===== config.mk =====
export PLATFORM = sky130hd
export DESIGN_NAME = vector_lane_alu
export DESIGN_NICKNAME = d
export VERILOG_FILES = /design/src/rtl/vector_lane_alu.sv
export SDC_FILE = /design/constraint.sdc
export NUM_CORES = 1
export LEC_CHECK = 0
export ABC_CLOCK_PERIOD_IN_PS = 5200
export BUFFER_PORTS_ARGS = -buffer_cell sky130_fd_sc_hd__buf_2
export CORE_MARGIN = 10
export CORE_UTILIZATION = 32
export CTS_BUF_LIST = sky130_fd_sc_hd__clkbuf_4
export DETAILED_ROUTE_END_ITERATION = 10
export GPL_ROUTABILITY_DRIVEN = 0
export PLACE_DENSITY = 0.62
export SYNTH_ARGS = -nofsm -noshare
export SYNTH_HDL_FRONTEND = slang
export SYNTH_SLANG_ARGS = --single-unit

===== constraint.sdc =====
create_clock -name clk -period 5.2 [get_ports clk]
set_clock_uncertainty 0.05 [all_clocks]
set_input_delay 0.26 -clock clk [delete_from_list [all_inputs] [get_ports clk]]
set_output_delay 0.26 -clock clk [all_outputs]
set_load 0.01 [all_outputs]

===== src/rtl/vector_lane_alu.sv =====
// vector_lane_alu
//   Sequential vector ALU. A start in IDLE captures up to LANES element pairs,
//   then the unit computes one lane per cycle (lane 0 upward). It finishes
//   with a single DONE cycle that pulses done and, for a non-empty vector,
//   asserts the register-file write enable we3.
//
//   Optional feature: define VECTOR_LANE_ALU_MUL_EN to build a per-lane
//   multiplier for op=100. Without the macro, op=100 yields 0 in every
//   processed lane, and timing is unchanged.
//
// Ports
//   clk          rising-edge clock
//   reset        synchronous, active-high reset
//   start        begin one vector operation (taken only in IDLE)
//   op[2:0]      000 ADD, 001 SUB, 010 AND, 011 ORR, 100 MUL, 101 signed MIN,
//                11x pass A
//   vector_size  element count N; values above LANES are clamped to LANES
//   dst[3:0]     destination register index, returned on wa3
//   ain, bin     lane-packed operands, lane i = bits [W*i+W-1:W*i]
//   busy         high in RUN and DONE
//   done         one-cycle completion pulse
//   we3          write enable, high in the DONE cycle when N != 0
//   wa3[3:0]     dst captured at start
//   result       lane-packed results; lanes >= N read 0
//   state_dbg    current FSM state (0 IDLE, 1 RUN, 2 DONE)
//
// Handshake: start is sampled only while the FSM is in IDLE (busy=0). A start
// seen in RUN or DONE is dropped. It is not queued, and it does not touch the
// captured operands. busy rises on the edge that accepts start and falls on
// the edge that leaves DONE.
module vector_lane_alu #(
    parameter int LANES = 5,
    parameter int W     = 32
) (
    input  logic               clk,
    input  logic               reset,
    input  logic               start,
    input  logic [2:0]         op,
    input  logic [2:0]         vector_size,
    input  logic [3:0]         dst,
    input  logic [LANES*W-1:0] ain,
    input  logic [LANES*W-1:0] bin,
    output logic               busy,
    output logic               done,
    output logic               we3,
    output logic [3:0]         wa3,
    output logic [LANES*W-1:0] result,
    output logic [1:0]         state_dbg
);

    typedef enum logic [1:0] {
        S_IDLE = 2'd0,
        S_RUN  = 2'd1,
        S_DONE = 2'd2
    } state_t;

    state_t             state;
    logic [LANES*W-1:0] a_q;
    logic [LANES*W-1:0] b_q;
    logic [2:0]         op_q;
    logic [2:0]         n_q;
    logic [2:0]         idx;

    logic [2:0]         n_eff;
    logic [W-1:0]       lane_a;
    logic [W-1:0]       lane_b;
    logic [W-1:0]       lane_res;

    assign state_dbg = state;

    // vector_size is only 3 bits wide. The clamp can therefore only trigger
    // when LANES < 7.
    always_comb begin
        n_eff = vector_size;
        if (int'(vector_size) > LANES) n_eff = 3'(LANES);
    end

    // Mux out the operand pair for the lane currently being processed.
    always_comb begin
        lane_a = '0;
        lane_b = '0;
        for (int i = 0; i < LANES; i++) begin
            if (int'(idx) == i) begin
                lane_a = a_q[i*W +: W];
                lane_b = b_q[i*W +: W];
            end
        end
    end

    always_comb begin
        lane_res = '0;
        case (op_q)
            3'b000: lane_res = lane_a + lane_b;
            3'b001: lane_res = lane_a - lane_b;
            3'b010: lane_res = lane_a & lane_b;
            3'b011: lane_res = lane_a | lane_b;
`ifdef VECTOR_LANE_ALU_MUL_EN
            3'b100: lane_res = lane_a * lane_b;
`else
            3'b100: lane_res = '0;
`endif
            3'b101: lane_res = ($signed(lane_a) < $signed(lane_b)) ? lane_a : lane_b;
            default: lane_res = lane_a;
        endcase
    end

    always_ff @(posedge clk) begin
        if (reset) begin
            state  <= S_IDLE;
            a_q    <= '0;
            b_q    <= '0;
            op_q   <= '0;
            n_q    <= '0;
            idx    <= '0;
            busy   <= 1'b0;
            done   <= 1'b0;
            we3    <= 1'b0;
            wa3    <= '0;
            result <= '0;
        end else begin
            case (state)
                S_IDLE: begin
                    done <= 1'b0;
                    we3  <= 1'b0;
                    if (start) begin
                        a_q    <= ain;
                        b_q    <= bin;
                        op_q   <= op;
                        n_q    <= n_eff;
                        wa3    <= dst;
                        result <= '0;
                        idx    <= '0;
                        busy   <= 1'b1;
                        if (n_eff == 3'd0) begin
                            // An empty vector skips RUN. It completes without a write.
                            state <= S_DONE;
                            done  <= 1'b1;
                        end else begin
                            state <= S_RUN;
                        end
                    end
                end
                S_RUN: begin
                    for (int i = 0; i < LANES; i++) begin
                        if (int'(idx) == i) result[i*W +: W] <= lane_res;
                    end
                    idx <= idx + 3'd1;
                    if (idx == n_q - 3'd1) begin
                        state <= S_DONE;
                        done  <= 1'b1;
                        we3   <= 1'b1;
                    end
                end
                S_DONE: begin
                    done  <= 1'b0;
                    we3   <= 1'b0;
                    busy  <= 1'b0;
                    state <= S_IDLE;
                end
                default: begin
                    done  <= 1'b0;
                    we3   <= 1'b0;
                    busy  <= 1'b0;
                    state <= S_IDLE;
                end
            endcase
        end
    end

endmodule


Word level (Yosys, flattened, before mapping)
Index checks and enable logic that the tools add are counted.
{"block": "classes", "add_sub_neg": 4, "order_cmp": 2, "n_eq_ne": 18, "mux": 32, "n_bitwise": 3, "reduce_logical": 15}
{"operator": "32-bit 2-to-1 mux", "count": 16}
{"operator": "160-bit case mux with 2 select lines", "count": 1}
{"operator": "32-bit case mux with 6 select lines", "count": 1}
{"operator": "160-bit 2-to-1 mux", "count": 1}
{"operator": "32-bit adder", "count": 1}
{"operator": "32-bit bitwise AND", "count": 1}
{"operator": "32-bit < comparator", "count": 1}
{"operator": "32-bit OR", "count": 1}
{"operator": "32-bit subtractor", "count": 1}
{"operator": "3-bit equality test, second input constant", "count": 5}
{"operator": "3-bit AND reduction", "count": 5}
{"operator": "2-bit inequality test, second input constant", "count": 7}
{"operator": "3-bit by 2-bit equality test with 1-bit output, second input constant", "count": 3}
{"operator": "3-bit zero test", "count": 3}
{"operator": "2-bit AND reduction", "count": 4}
{"operator": "2-bit 2-to-1 mux", "count": 3}
{"operator": "3-bit 2-to-1 mux", "count": 2}
{"operator": "3-bit case mux with 2 select lines", "count": 1}
{"operator": "1-bit 2-to-1 mux", "count": 4}
{"operator": "1-bit case mux with 2 select lines", "count": 2}
{"operator": "2-bit case mux with 2 select lines", "count": 1}
{"operator": "3-bit by 1-bit adder with 3-bit output, second input constant", "count": 1}
{"operator": "3-bit by 1-bit equality test with 1-bit output, second input constant", "count": 1}
{"operator": "3-bit equality test", "count": 1}
{"operator": "7 further kinds", "count": 7}
{"block": "word_totals", "register_bits": 498, "in_bits": 333, "output_inout_bits": 169, "word_cells": 89}

Longest topological paths before layout
Gate-level depths: netlist of run 1.
{"block": "depth", "depth_word": 11, "mapped_depth": 25, "depth_no_buf": 20}

Least setup slack after synthesis of run 1
OpenSTA, ideal clock, no wires.
{"block": "synth_path", "path_kind": "register to register", "start": "register idx[1]", "end": "register result[26]", "setup_ps": 76, "arrival_ps": 5492, "required_ps": 5074, "setup_slack_ps": -418, "stages_incl_launch_ff": 24, "path_buffers": 5, "period_less_slack_ps": 5618, "cell_sequence": "dfxtp_1 inv_1 ha_1 clkbuf_1 nor3b_2 clkbuf_1 buf_2 buf_1 a221oi_1 nor3_1 a21oi_1 o21ai_0 ha_1 buf_6 or4_4 or3_4 nor3_4 o21ai_1 nand3_1 mux2_2 a2111o_1 o221ai_1 o2111ai_1 o21ai_0"}
{"block": "synth_via", "elab_chain_cells": 11, "elab_cells_between_ends": 26, "cone_classes": "add/sub (2); order compare (1); eq/ne (5); mux (14); bitwise (2); reduce/logical (2)"}
{"item": "start: declaration", "line_no": "62", "source": "logic [2:0] idx;"}
{"item": "start signal: assignment", "line_no": "147", "source": "idx <= idx + 3'd1;"}
{"item": "3-bit zero test", "line_no": "83, 145"}
{"item": "32-bit 2-to-1 mux (5 in a row)", "line_no": "83", "source": "if (int'(idx) == i) begin"}
{"item": "32-bit < comparator", "line_no": "102", "source": "3'b101: lane_res = ($signed(lane_a) < $signed(lane_b)) ? lane_a : lane_b;"}
{"item": "32-bit 2-to-1 mux", "line_no": "102"}
{"item": "32-bit case mux with 6 select lines", "line_no": "92", "source": "case (op_q)"}
{"item": "32-bit 2-to-1 mux", "line_no": "145", "source": "if (int'(idx) == i) result[i*W +: W] <= lane_res;"}
{"item": "160-bit case mux with 2 select lines", "line_no": "121", "source": "case (state)"}
{"item": "end: declaration", "line_no": "47", "source": "output logic [LANES*W-1:0] result,"}
Several ways; a longest one is shown, not always the timed one. The select of a mux whose other input is x is not followed.
A chain may end at the register's enable or synchronous reset.

Worst setup path after layout of run 1
{"block": "layout_path", "start": "register idx[0]", "end": "register result[23]"}
Same word-level chain as after synthesis.

==> impl_metrics.prom, run 1 <==
# TYPE chip_impl_metric gauge
chip_impl_metric{name="critPathMaxFanout",unit=""} 12
chip_impl_metric{name="slew_violations",unit=""} 0
chip_impl_metric{name="final.min_clock_period",unit="ps"} 5160
chip_impl_metric{name="ys_seq_area_frac",unit=""} 0.391
chip_impl_info{name="netlist.top_cell.by_area",value="sky130_fd_sc_hd__dfxtp_1"} 1
chip_impl_info{name="grt_setup_unrepaired",value="true"} 1
chip_impl_metric{name="postLayoutCellArea",unit="µm²"} 41900
chip_impl_metric{name="routed-via-count",unit=""} 33900
chip_impl_info{name="yosys_most_used_dff",value="sky130_fd_sc_hd__dfxtp_1"} 1
chip_impl_info{name="critical_path.reg2reg.endpoint",value="result[23]"} 1
chip_impl_metric{name="dieWidth",unit="µm"} 302
chip_impl_metric{name="timing.setup.tns",unit="ps"} 0
chip_impl_metric{name="floorplan.core_area",unit="µm²"} 79000
chip_impl_metric{name="detail_route.first_pass.iterations",unit=""} 6
chip_impl_metric{name="num-nets-final",unit=""} 5402
chip_impl_metric{name="number_of_instances_in_the_synthesized_netlist",unit=""} 3415
chip_impl_metric{name="arrival",unit="ps"} 6000
chip_impl_metric{name="grt.met3_usage",unit=""} 0.0811
chip_impl_metric{name="floorplan.initialDensity",unit=""} 0.322
chip_impl_metric{name="synth_nets",unit=""} 3858
chip_impl_info{name="r2r_start",value="idx[0]"} 1
chip_impl_metric{name="die_height",unit="µm"} 302
chip_impl_metric{name="final_layout_size_suffix_gt1_frac",unit=""} 0.238
chip_impl_metric{name="postPlaceCellArea",unit="µm²"} 31000
chip_impl_metric{name="slew_headroom",unit=""} 0.102
chip_impl_metric{name="antenna_left",unit=""} 0
chip_impl_metric{name="pwr_density_cell",unit="nW/µm²"} 291
chip_impl_metric{name="clk_latency",unit="ps"} 1090
chip_impl_info{name="setup.worst_path.end",value="result[23]"} 1
chip_impl_metric{name="totalWireLength",unit="µm"} 139000
chip_impl_metric{name="cts_num_sinks",unit=""} 498
chip_impl_metric{name="drc",unit=""} 0
chip_impl_metric{name="synth.avg_cell_area",unit="µm²"} 7.46
chip_impl_info{name="setup.worst_path.start",value="idx[0]"} 1
chip_impl_info{name="cts.root.buffer_cell",value="sky130_fd_sc_hd__clkbuf_4"} 1
chip_impl_info{name="hold_path.class",value="input port to flip-flop"} 1
chip_impl_metric{name="finalHoldViolations",unit=""} 0
chip_impl_metric{name="vdd_ir_drop_max",unit="µV"} 235
chip_impl_metric{name="gr-usage-met1",unit=""} 0.342
chip_impl_metric{name="dp_hpwl",unit="µm"} 86600
chip_impl_metric{name="worst_tran_pin_value",unit="ps"} 1340
chip_impl_metric{name="synth_largest_type_area_fraction",unit=""} 0.391
chip_impl_info{name="clock_tree_from_tritoncts",value="built"} 1
chip_impl_metric{name="maximum_number_of_pins_on_one_net_before_global_route_repair",unit=""} 227
chip_impl_metric{name="clkTransAtPathRegs",unit="ps"} 60
chip_impl_metric{name="worst_r2r_path_depth",unit=""} 23
chip_impl_metric{name="min_period_over_period",unit=""} 0.993
chip_impl_info{name="crit_path_category",value="flip-flop to flip-flop"} 1
chip_impl_info{name="outcome",value="finished clean"} 1
chip_impl_metric{name="fmax",unit="MHz"} 194
chip_impl_info{name="setup.worst_path.start_class",value="flip-flop"} 1
chip_impl_info{name="timing.critical_path.to_type",value="flip-flop"} 1
chip_impl_metric{name="design.portCount",unit=""} 502
chip_impl_metric{name="grt_util_met2",unit=""} 0.456
chip_impl_metric{name="die_area",unit="µm²"} 91300
chip_impl_metric{name="antenna_found_initial",unit=""} 20
chip_impl_metric{name="cts.path.max_buffers",unit=""} 3
chip_impl_metric{name="proportion_of_register_bits_with_asynchronous_set_or_reset_after_synthesis",unit=""} 0
chip_impl_info{name="synth_top_cells_by_area",value="sky130_fd_sc_hd__dfxtp_1, sky130_fd_sc_hd__nand2_1, sky130_fd_sc_hd__a21oi_1"} 1
chip_impl_metric{name="worst-endpoint-required",unit="ps"} 6040
chip_impl_metric{name="timing.max_cap.violations",unit=""} 0
chip_impl_metric{name="first_pass_grt_wire_length",unit="µm"} 205000
chip_impl_metric{name="routed_wire_length_per_instance",unit="µm"} 22.8
chip_impl_info{name="grt_most_used_layer",value="met2"} 1
chip_impl_metric{name="grt_usage",unit=""} 0.289
chip_impl_metric{name="syn-cell-area",unit="µm²"} 25500
chip_impl_metric{name="leakage",unit="nW"} 18.2
chip_impl_metric{name="number_of_port_buffers",unit=""} 501
chip_impl_metric{name="initialDrtViolationCount",unit=""} 4247
chip_impl_metric{name="post_drt_via_cell_ratio",unit=""} 5.55
chip_impl_metric{name="setup.reg_to_reg.worst_slack",unit="ps"} 40
chip_impl_metric{name="layout-area-overhead-vs-synth",unit="%"} 64.5
chip_impl_metric{name="ys_ff_latch",unit=""} 498
chip_impl_metric{name="finalSetupViolCount",unit=""} 0
chip_impl_metric{name="cts.htree.levels",unit=""} 4
chip_impl_metric{name="hold_ws",unit="ps"} 104
chip_impl_info{name="synth.top_cells.by_count",value="sky130_fd_sc_hd__nand2_1, sky130_fd_sc_hd__a21oi_1, sky130_fd_sc_hd__dfxtp_1"} 1
chip_impl_metric{name="tritoncts.num_buffers",unit=""} 140
chip_impl_metric{name="via_count_of_the_first_global_routing_pass",unit=""} 33900
chip_impl_metric{name="synth_warnings",unit=""} 0
chip_impl_info{name="post-synth-top-count-cell",value="sky130_fd_sc_hd__nand2_1"} 1
chip_impl_metric{name="post_synth_num_cell_types",unit=""} 88
chip_impl_metric{name="synth_edf_count",unit=""} 0
chip_impl_metric{name="number_of_rows_created_at_floorplan",unit=""} 103
chip_impl_metric{name="grt-ovfl-total",unit=""} 0
==> logic make-up (layout without fill, tap and decap cells) <==
kind of cell | after synthesis | count (layout) | synth area share
xor gates and xnor gates | 31 | 31 | 0.0107
adders and majority gates | 110 | 110 | 0.0546
DFF | 498 | 498 | 0.391
buffers and inverters | 369 | 2000 | 0.0562
muxes | 16 | 16 | 0.00644
other | 0 | 18 | 0
AOI/OAI and AO/OA | 1082 | 1082 | 0.260
and+or+nand+nor | 1309 | 1309 | 0.221
==> critical path, stage by stage (launching register included) <==
cell	delay (ps)
sky130_fd_sc_hd__dfxtp_4	360
sky130_fd_sc_hd__inv_2	80
sky130_fd_sc_hd__ha_4	150
sky130_fd_sc_hd__nor3b_4	270
sky130_fd_sc_hd__buf_4	160
sky130_fd_sc_hd__buf_6	130
sky130_fd_sc_hd__clkbuf_16	190
sky130_fd_sc_hd__a221oi_1	90
sky130_fd_sc_hd__nor3_1	530
sky130_fd_sc_hd__a21oi_1	150
sky130_fd_sc_hd__o21ai_0	210
sky130_fd_sc_hd__buf_4	220
sky130_fd_sc_hd__ha_1	260
sky130_fd_sc_hd__or3_1	400
sky130_fd_sc_hd__nand2b_1	200
sky130_fd_sc_hd__inv_1	90
sky130_fd_sc_hd__nand2_1	80
sky130_fd_sc_hd__a21oi_4	210
sky130_fd_sc_hd__o21ai_4	110
sky130_fd_sc_hd__buf_12	170
sky130_fd_sc_hd__buf_4	140
sky130_fd_sc_hd__o21ai_0	230
sky130_fd_sc_hd__nand2_1	250
sky130_fd_sc_hd__a32o_1	310
==> cell usage in the layout (no fill, tap or decap), drive strengths merged, types with 14 or more instances in the layout <==
cell / n
nand3b: 61
clkbuf: 195
dlygate4sd3: 819
a22o: 15
clkinv: 34
o31ai: 21
nand2: 840
buf: 845
a211oi: 38
inv: 107
nor3: 73
a221oi: 64
o311ai: 25
xnor2: 26
dfxtp: 498
nor2b: 14
nand3: 35
nor3b: 20
nor2: 192
ha: 108
o21ai: 220
nand2b: 20
a32o: 17
a21oi: 538
diode: 18
==> layout make-up <==
type	instances	area, µm²
Fill cell	6860	37100
Clock inverter	41	283
Sequential cell	498	9980
Tap cell	1050	1310
Multi-Input combinational cell	2548	14700
Inverter	100	375
Timing Repair Buffer	1671	13800
Antenna cell	18	45.0
Clock buffer	188	1410
==> worst min path at each step <==
stage                  to  startpoint  slack [ps]  depth (start not counted)
4_1_cts           a_q[50]     ain[50]           1                          4
3_3_place_gp   result[18]  result[18]         390                          2
3_5_place_dp   result[51]  result[51]         390                          2
5_1_grt          b_q[158]    bin[158]          70                          4
2_1_floorplan    a_q[110]    ain[110]         350                          2
6_report         b_q[158]    bin[158]         100                          4
==> power by group <==
group	leakage, nW	internal, mW	switching (mW)
Combinational	13.1	1.94	2.42
Sequential	4.07	4.04	0.162
Clock	1.00	1.72	1.91
==> metrics by stage <==
stage | utilization | setup WS, ps | total power [mW] | instances
2_1_floorplan | - | 21.9 | 6.05 | 3415
3_3_place_gp | 0.393 | -48.3 | 7.63 | 5011
3_5_place_dp | 0.393 | -66.9 | 7.66 | 5011
4_1_cts | 0.519 | 1.73 | 11.7 | 6063
5_1_grt | 0.530 | -71.7 | 12.7 | 6113
6_report | 0.530 | 38.0 | 12.2 | 6114
==> per-layer routing <==
| metal | vias to the layer above | share of wire |
|---|---|---|
| li1 | 15100 | - |
| met1 | 15800 | 0.37 |
| met2 | 2388 | 0.45 |
| met3 | 680 | 0.11 |
| met4 | 4 | 0.072 |
| met5 | - | 0.00019 |
==> flip-flops by register name (all words and copies together), names as in the netlist, 2 cells and up <==
name / flops
state_dbg: 2
idx: 3
wa3: 4
b_q: 160
a_q: 160
n_q: 3
result: 160
op_q: 3
==> repair_timing <==
action,in CTS,in global routing
setup buffers,4,27
setup endpoints to repair,56,160
hold endpoints to repair,474,0
hold buffers,819,0
resized for setup,11,139
cloned,0,6
pin swaps,0,27
Note: power is estimated with default switching activity, not from simulation.
==> run 2: changes to the inputs <==
--- a/config.mk
+++ b/config.mk
@@ -6,7 +6,7 @@
 export NUM_CORES = 1
 export LEC_CHECK = 0
 export ABC_CLOCK_PERIOD_IN_PS = 5200
-export BUFFER_PORTS_ARGS = -buffer_cell sky130_fd_sc_hd__buf_2
+export BUFFER_PORTS_ARGS = -buffer_cell sky130_fd_sc_hd__buf_4
 export CORE_MARGIN = 10
 export CORE_UTILIZATION = 32
 export CTS_BUF_LIST = sky130_fd_sc_hd__clkbuf_4
==> run 2 against run 1 <==
Net effect:
- clock power up 5%
- first-iteration DRC count fell by 31%
- setup slack worse by 9.1 ps
- design area down 2.6%
- utilization shrank 1.4 points
- sequential share of layout area grew 0.63 points
- combinational power is 5.0% lower
- count of clock-buffer cells in the layout up 16
- critical path type unchanged
- critical path depth is 1 lower
- non-clock buffer count is 223 lower
- sequential power about the same
==> impl_metrics.prom, run 2 (same netlist as run 1, synthesis figures left out) <==
# TYPE chip_impl_metric gauge
chip_impl_info{name="outcome",value="finished clean"} 1
chip_impl_info{name="final_cell_mix",value="sky130_fd_sc_hd__nand2_1, sky130_fd_sc_hd__buf_4, sky130_fd_sc_hd__dlygate4sd3_1, sky130_fd_sc_hd__a21oi_1, sky130_fd_sc_hd__dfxtp_1"} 1
chip_impl_metric{name="routed_wire_length_per_instance",unit="µm"} 22.2
chip_impl_info{name="hold_path.class",value="input port to flip-flop"} 1
chip_impl_metric{name="postLayoutCellArea",unit="µm²"} 40800
chip_impl_metric{name="final_layout_size_suffix_gt1_frac",unit=""} 0.245
chip_impl_info{name="layout_top_registers",value="a_q (160), b_q (160), result (160)"} 1
chip_impl_metric{name="number_of_port_buffers",unit=""} 501
chip_impl_metric{name="finalHoldViolations",unit=""} 0
chip_impl_metric{name="antenna_found_initial",unit=""} 18
chip_impl_metric{name="design.portCount",unit=""} 502
chip_impl_metric{name="via_count_of_the_first_global_routing_pass",unit=""} 31900
chip_impl_metric{name="grt_usage",unit=""} 0.270
chip_impl_metric{name="final_core_util",unit=""} 0.517
chip_impl_metric{name="drc",unit=""} 0
chip_impl_metric{name="grt.met3_usage",unit=""} 0.0638
chip_impl_metric{name="detail_route.first_pass.iterations",unit=""} 6
chip_impl_metric{name="grt_util_met2",unit=""} 0.430
chip_impl_metric{name="floorplan.core_area",unit="µm²"} 79000
chip_impl_info{name="worstHoldStart",value="ain[64]"} 1
chip_impl_metric{name="totalPowerFinal",unit="mW"} 12.1
chip_impl_metric{name="first_pass_grt_wire_length",unit="µm"} 192000
chip_impl_info{name="path_common_cell",value="sky130_fd_sc_hd__buf_4"} 1
chip_impl_metric{name="clk_latency",unit="ps"} 950
chip_impl_metric{name="slew_violations",unit=""} 0
chip_impl_metric{name="tritoncts.num_buffers",unit=""} 139
chip_impl_metric{name="dieWidth",unit="µm"} 302
chip_impl_metric{name="arrival",unit="ps"} 5920
chip_impl_metric{name="routed-via-count",unit=""} 32000
chip_impl_metric{name="timing.max_cap.violations",unit=""} 0
chip_impl_metric{name="setup.reg_to_reg.worst_slack",unit="ps"} 30
chip_impl_info{name="critical_path.cell_chain",value="inv_1, ha_2, nor3b_4, buf_4, clkbuf_16, a221oi_1, o311ai_1, o21ai_0, buf_4, inv_1, ha_1, or3_1, nand2b_1, buf_4, o221ai_2, o21ai_2, buf_4, o21ai_0, nand2_1, o21ai_1, buf_4, o21ai_0"} 1
chip_impl_info{name="cpLargestDelayFamily",value="compound AO/OA/AOI/OAI gates"} 1
chip_impl_metric{name="worst_path_largest_cell_delay",unit="ps"} 500
chip_impl_metric{name="cp_bufs_invs",unit=""} 8
chip_impl_metric{name="critPathMaxFanout",unit=""} 18
chip_impl_info{name="r2r_start",value="idx[1]"} 1
chip_impl_metric{name="dp_hpwl",unit="µm"} 86500
chip_impl_metric{name="post_drt_via_cell_ratio",unit=""} 5.43
chip_impl_metric{name="postPlaceCellArea",unit="µm²"} 32400
chip_impl_info{name="cpMaxStageDelayCell",value="sky130_fd_sc_hd__o311ai_1"} 1
chip_impl_metric{name="leakage",unit="nW"} 17.3
chip_impl_metric{name="grt-ovfl-total",unit=""} 0
chip_impl_metric{name="maximum_number_of_pins_on_one_net_before_global_route_repair",unit=""} 226
chip_impl_metric{name="final.min_clock_period",unit="ps"} 5170
chip_impl_metric{name="vdd_ir_drop_max",unit="µV"} 164
chip_impl_metric{name="number_of_rows_created_at_floorplan",unit=""} 103
chip_impl_metric{name="clkTransAtPathRegs",unit="ps"} 60
chip_impl_info{name="cts.root.buffer_cell",value="sky130_fd_sc_hd__clkbuf_4"} 1
chip_impl_metric{name="totalWireLength",unit="µm"} 131000
chip_impl_info{name="crit_path_category",value="flip-flop to flip-flop"} 1
chip_impl_info{name="clock_tree_from_tritoncts",value="built"} 1
chip_impl_info{name="hold_path_end",value="a_q[64]"} 1
chip_impl_metric{name="die_height",unit="µm"} 302
chip_impl_metric{name="worst-endpoint-required",unit="ps"} 5950
chip_impl_metric{name="min_period_over_period",unit=""} 0.994
chip_impl_metric{name="layout-area-overhead-vs-synth",unit="%"} 60.2
chip_impl_info{name="grt_setup_unrepaired",value="true"} 1
chip_impl_metric{name="cts_num_sinks",unit=""} 498
chip_impl_info{name="critical_path.reg2reg.endpoint",value="result[34]"} 1
chip_impl_metric{name="worst_r2r_path_depth",unit=""} 22
chip_impl_metric{name="worst_tran_pin_value",unit="ps"} 1250
chip_impl_metric{name="antenna_left",unit=""} 0
chip_impl_metric{name="finalSetupViolCount",unit=""} 0
chip_impl_metric{name="hold_crit_depth",unit=""} 4
chip_impl_info{name="setup.worst_path.start_class",value="flip-flop"} 1
chip_impl_metric{name="cts.htree.levels",unit=""} 4
chip_impl_metric{name="hold_ws",unit="ps"} 83.5
chip_impl_info{name="layout.cells.most_common",value="sky130_fd_sc_hd__nand2_1"} 1
chip_impl_metric{name="slew_headroom",unit=""} 0.167
chip_impl_info{name="timing.critical_path.to_type",value="flip-flop"} 1
chip_impl_metric{name="num-nets-final",unit=""} 5178
chip_impl_metric{name="floorplan.initialDensity",unit=""} 0.322
chip_impl_metric{name="cts.path.max_buffers",unit=""} 3
chip_impl_metric{name="initialDrtViolationCount",unit=""} 2917
chip_impl_info{name="grt_most_used_layer",value="met2"} 1
chip_impl_metric{name="gr-usage-met1",unit=""} 0.328
chip_impl_metric{name="pwr_density_cell",unit="nW/µm²"} 298
chip_impl_metric{name="die_area",unit="µm²"} 91300
chip_impl_metric{name="fmax",unit="MHz"} 193
run 2: repair_timing:
action / CTS / global route
gates resized for setup: 10 / 108
hold endpoints to repair: 419 / 0
buffers inserted: 0 / 8
gates cloned: 0 / 3
hold buffers: 604 / 0
setup endpoints to repair: 79 / 160
pin swaps: 2 / 17
run 2: layer usage:
| metal | up-vias | share of wire |
|---|---|---|
| met3 | 429 | 0.10 |
| met1 | 15000 | 0.38 |
| met5 | - | 0.000099 |
| met2 | 1982 | 0.45 |
| met4 | 2 | 0.059 |
| li1 | 14600 | - |
run 2: report_power, final:
part           internal [mW]  leakage [nW]  switching, mW  total, mW
Sequential              4.04          4.07          0.154       4.20
Combinational           1.82          12.1           2.32       4.14
Clock                   2.04          1.07           1.77       3.81
Total                   7.90          17.3           4.25       12.1
run 2: stage by stage:
stage | setup TNS [ps] | instances | setup WS (ps)
final | 0 | 5899 | 28.9
after global routing | -1150 | 5896 | -93.4
after CTS | 0 | 5865 | 24.2
after detailed placement | -4230 | 5029 | -157
after global placement | -3360 | 5029 | -155
after floorplan | 0 | 3415 | 21.9
run 2: layout make-up:
| class | count | area [µm²] |
|---|---|---|
| antenna | 23 | 57.6 |
| clock buffer | 204 | 1530 |
| clock inverter | 28 | 269 |
| fill | 7114 | 38200 |
| inverter | 100 | 375 |
| multi-input combinational | 2548 | 14500 |
| sequential | 498 | 9970 |
| tap | 1050 | 1310 |
| timing repair buffer | 1448 | 12800 |
run 2: worst max-delay path by stage:
stage	from	endpoint	slack, ps	depth (start not counted)
2_1_floorplan	idx[1]	result[26]	20	24
3_3_place_gp	idx[1]	result[27]	-150	24
3_5_place_dp	idx[2]	result[22]	-160	22
4_1_cts	idx[1]	result[59]	20	23
5_1_grt	idx[1]	result[95]	-90	23
6_report	idx[1]	result[34]	30	22
run 2: worst min-delay path, delay by kind of cell:
family                 cells  cell delay, ps
buffers and inverters      2             680
AOI/OAI and AO/OA          1              50
and+or+nand+nor            1              60
